$ cat src/rtl/booth_seq.sv
// booth_seq: sequential Booth multiplier controller (IDLE/INIT/STEP/DONE).
// Ports: clock, reset (async active-low), ctrl_start, ctrl_abort (only with
// BOOTH_ABORT_EN), prod_lsb {Q0,Q-1} -> prod_we, prod_sel, alu_op, iter,
// busy, ready. Define BOOTH_ABORT_EN to add the abort input.
module booth_seq #(
  parameter int WIDTH = 32
) (
  input  logic       clock,
  input  logic       reset,
  input  logic       ctrl_start,
`ifdef BOOTH_ABORT_EN
  input  logic       ctrl_abort,
`endif
  input  logic [1:0] prod_lsb,
  output logic       prod_we,
  output logic [1:0] prod_sel,
  output logic [1:0] alu_op,
  output logic [5:0] iter,
  output logic       busy,
  output logic       ready
);

  typedef enum logic [1:0] {
    IDLE = 2'd0,
    INIT = 2'd1,
    STEP = 2'd2,
    DONE = 2'd3
  } state_t;

  localparam logic [5:0] LAST = 6'(WIDTH - 1);

  state_t     st;
  state_t     nxt;
  logic [5:0] cnt;
  logic       abort;

`ifdef BOOTH_ABORT_EN
  assign abort = ctrl_abort;
`else
  assign abort = 1'b0;
`endif

  always_ff @(posedge clock or negedge reset) begin
    if (!reset) begin
      st <= IDLE;
    end else begin
      st <= nxt;
    end
  end

  // Counter holds LAST through DONE and returns to 0 whenever
  // the sequence leaves for IDLE or (re)enters INIT.
  always_ff @(posedge clock or negedge reset) begin
    if (!reset) begin
      cnt <= '0;
    end else if (st == STEP && nxt == STEP) begin
      cnt <= cnt + 6'd1;
    end else if (nxt == IDLE || nxt == INIT) begin
      cnt <= '0;
    end
  end

  always_comb begin
    nxt = st;
    unique case (st)
      IDLE: begin
        if (ctrl_start && !abort) nxt = INIT;
      end
      INIT: begin
        nxt = abort ? IDLE : STEP;
      end
      STEP: begin
        if (abort) begin
          nxt = IDLE;
        end else if (cnt == LAST) begin
          nxt = DONE;
        end
      end
      DONE: begin
        nxt = IDLE;
      end
      default: begin
        nxt = IDLE;
      end
    endcase
  end

  always_comb begin
    prod_we  = 1'b0;
    prod_sel = 2'b00;
    alu_op   = 2'b00;
    busy     = 1'b0;
    ready    = 1'b0;
    unique case (1'b1)
      (st == IDLE): begin
      end
      (st == INIT): begin
        prod_we  = 1'b1;
        prod_sel = 2'b01;
        busy     = 1'b1;
      end
      (st == STEP): begin
        prod_we  = 1'b1;
        prod_sel = 2'b10;
        busy     = 1'b1;
        // Booth pair {Q0,Q-1}: 01 add, 10 subtract, else pass.
        unique case (prod_lsb)
          2'b01:   alu_op = 2'b01;
          2'b10:   alu_op = 2'b10;
          default: alu_op = 2'b00;
        endcase
      end
      (st == DONE): begin
        ready = 1'b1;
      end
      default: begin
      end
    endcase
  end

  assign iter = cnt;

endmodule

$ cat config.mk
export PLATFORM = sky130hd
export DESIGN_NAME = booth_seq
export DESIGN_NICKNAME = d
export VERILOG_FILES = /design/src/rtl/booth_seq.sv
export SDC_FILE = /design/constraint.sdc
export NUM_CORES = 1
export LEC_CHECK = 0
export CORE_AREA = 4 4 41 43
export CTS_BUF_LIST = sky130_fd_sc_hd__clkbuf_8 sky130_fd_sc_hd__clkbuf_16
export CTS_CLUSTER_SIZE = 30
export DETAILED_ROUTE_END_ITERATION = 16
export DIE_AREA = 0 0 45 47
export DONT_BUFFER_PORTS = 1
export HOLD_SLACK_MARGIN = 0.06
export PLACE_DENSITY_LB_ADDON = 0.08
export SLEW_MARGIN = 20
export SYNTH_ARGS = -nofsm -noshare
export SYNTH_HDL_FRONTEND = slang
export SYNTH_SLANG_ARGS = --single-unit
$ cat constraint.sdc
create_clock -name clock -period 2 [get_ports clock]
set_input_delay 0.2 -clock clock [delete_from_list [all_inputs] [get_ports clock]]
set_output_delay 0.2 -clock clock [all_outputs]
set_load 0.05 [all_outputs]
==> impl_metrics.toml <==
[status]
status = "complete, no violations"

[setup_path]
r2r_slack_ns = 0.12
critPathMaxStageDelay_ns = 0.52
path_max_fanout = 8
cp_cell_sequence = "inv_1, ha_1, a21oi_2, o211ai_4, or4_1, a21boi_1"
slowest_stage = "or4_1"
critPathLaunchType = "register"
cp.required_ns = 2.15
crit_path_end_kind = "register"
critical_path_arrival_ns = 2.03
path_class = "register to register"
r2r_cells = 6
r2r-end = "iter[5]$_DFFE_PN0P_"
r2r_start = "st[0]$_DFF_PN0_"

[detailed_routing]
route.detailed.drc = 0
routed_wl_mm = 1.07
wl_per_cell_microns = 14.9
drt_iter0_drc = 3
drt-pass1-iter-count = 4
via_per_inst = 5.38
antenna_left = 0
vias = 387

[hold_path]
hold_depth = 3
worstHoldStart = "ctrl_start"
min-delay-path-class = "primary input to register"
min_to = "st[0]$_DFF_PN0_"

[floorplan]
die_y_microns = 47
pin_count = 18
start_util_pct = 37.7
die_area_sq_um = 2120
core_sq_um = 1300
rows = 13
die_w_microns = 45

[sta]
setup-violations-final = 0
grt_setup_unrepaired = "no"
finalCritPeriodShare_pct = 93.9
tightestPinTransition_ns = 0.493
worst_hold_slack_ns = 0.267
tns_ns = 0
hold_viol = 0
min_period_ns = 1.88
worst_slew_margin_rel_pct = 67.2
clock_skew_ns = 0.00157
clock.fmax_mhz = 533
slew_viol_final = 0

[clocking]
clk_path_buf_depth = 2
h-tree-depth = 1
cts_tree = "yes"
clock_sinks = 8
cts_buffers = 3
cts_setup_buffers = 0
ctsResizeCount = 0
cts.clk_slew.worst_paths_ns = 0.04
clk_latency_ns = 0.22
cts-root-buf = "clkbuf_8"

[global_routing]
grt_max_degree = 11
grt_pass1_vias = 425
grt_pass1_wl_mm = 1.73
antenna_found_initial = 0
grt.overflow.total = 0
grt_use_total_pct = 11.6

[place]
port-buffer-count = 0
place_congestion = 0.731
dp_cells = 68
place_area_sq_um = 617
hpwl_microns = 853

[layout]
drive_gt1_share_pct = 33.3
final_cells = 72
finalInstanceArea_sq_um = 668
n_antenna_cell = 0
nets = 69
area_growth_syn_to_layout_pct = 36.2

[flow_run]
cap_violations = 0

[logic_synthesis]
synth_nets = 54
synth_edf_count = 0
ys_async_sr_fraction_pct = 100
ys_seq_area_share_pct = 40.8
synth.area.top_cells = "dfrtp_1 41%, ha_1 13%, o211ai_4 4.3%"
yosysWarnings = 0
ys_types = 26
ys_ff_latch = 8
synth_area_leader_cell = "dfrtp_1"
netlist_area_sq_um = 490
synth.avg_cell_area_sq_um = 11.1
synth.most_common_cell = "dfrtp_1"
yosysTopAreaCellShare_pct = 40.8
synthFlopType = "dfrtp_1"
yosys-top-cells-count = "8 x dfrtp_1, 5 x ha_1"
synthCells = 44

[power]
power.density_nw_per_um2 = 1730
p_int_uw = 568
p_switching_uw = 585
ir_drop_uv = 978
p_clk_share_pct = 16.4
combPwrFrac_pct = 64.7
p_sw_share_pct = 50.7
pwr-share-seq_pct = 19.0
power.leakage_nw = 0.307
p_total_mw = 1.15
-- area by class of cell --
cell class,count,area (sq um)
clock buffers,3,41.3
flip-flops and latches,8,200
fillers,122,633
well taps,15,18.8
inverters,2,7.51
repair buffers,11,123
multi-input cells,33,278
-- worst max-delay path, delay by kind of cell (launching register included) --
family	cells	cell delay, ns
AO/OA/AOI/OAI	3	0.56
adder cells (fa/ha/maj)	1	0.24
buffers and inverters	1	0.09
flip-flops	1	0.39
AND/OR/NAND/NOR	1	0.52
-- registers in the layout, summed over array words and instances, names as in the netlist --
name  count
iter      6
st        2
-- metal layers --
| metal | vias up | GRT usage, % | share of wire, % |
|---|---|---|---|
| met5 | - | 0 | 0 |
| met4 | 0 | 7.02 | 1.6 |
| met3 | 2 | 4.21 | 12 |
| met2 | 21 | 19.2 | 46 |
| met1 | 180 | 12.6 | 41 |
| li1 | 184 | - | - |
-- worst max-delay path by stage --
| stage | startpoint | to | slack (ns) | depth (start not counted) |
|---|---|---|---|---|
| after floorplan | st[0]$_DFF_PN0_ | iter[5]$_DFFE_PN0P_ | 0.01 | 5 |
| after global placement | st[0]$_DFF_PN0_ | iter[5]$_DFFE_PN0P_ | 0.17 | 6 |
| after detailed placement | st[0]$_DFF_PN0_ | iter[3]$_DFFE_PN0P_ | 0.12 | 6 |
| after CTS | st[0]$_DFF_PN0_ | iter[5]$_DFFE_PN0P_ | 0.10 | 6 |
| after global routing | st[0]$_DFF_PN0_ | iter[3]$_DFFE_PN0P_ | 0.001 | 6 |
| final | st[0]$_DFF_PN0_ | iter[5]$_DFFE_PN0P_ | 0.12 | 6 |
-- cells in the final DEF (no fill, tap or decap), drive strengths merged --
cell type,n
or3b,1
and3b,1
or3,1
buf,10
o21a,1
mux2i,1
ha,5
o21ai,2
a21oi,1
nor2b,1
nand2,2
o211ai,2
o2111ai,1
and2,2
dlygate4sd3,1
dfrtp,8
nand2b,1
nand3,3
o31ai,2
or4,1
clkbuf,3
nor2,1
inv,2
a21boi,2
xnor2,2
-- cell families (layout without fill, tap and decap cells) --
kind of cell | after synthesis | count (layout) | synth area share [%]
simple gates | 14 | 14 | 18.6
compound gates | 11 | 11 | 19.1
flops | 8 | 8 | 40.8
fa+ha+maj | 5 | 5 | 12.8
buf+inv | 3 | 16 | 3.06
xor+xnor | 2 | 2 | 3.57
mux | 1 | 1 | 2.04
-- through the flow --
step                      utilization [%]  setup slack (ns)
final                                51.3             0.122
after global routing                 51.3           0.00123
after CTS                            51.3             0.103
after detailed placement             47.4             0.118
after global placement               47.4             0.175
after floorplan                         -            0.0105
-- power by group through the flow --
stage / Sequential [mW] / Combinational, mW / Clock [mW]
after floorplan: 0.269 / 0.518 / 0
final: 0.219 / 0.746 / 0.189
after global placement: 0.220 / 0.732 / 0
after detailed placement: 0.221 / 0.749 / 0
after CTS: 0.219 / 0.757 / 0.196
after global routing: 0.223 / 0.788 / 0.205
-- repair_timing --
item / CTS / global route
hold buffers: 1 / 0
setup endpoints to repair: 0 / 0
hold endpoints to repair: 8 / 0
Note: power is estimated with default switching activity, not from simulation.
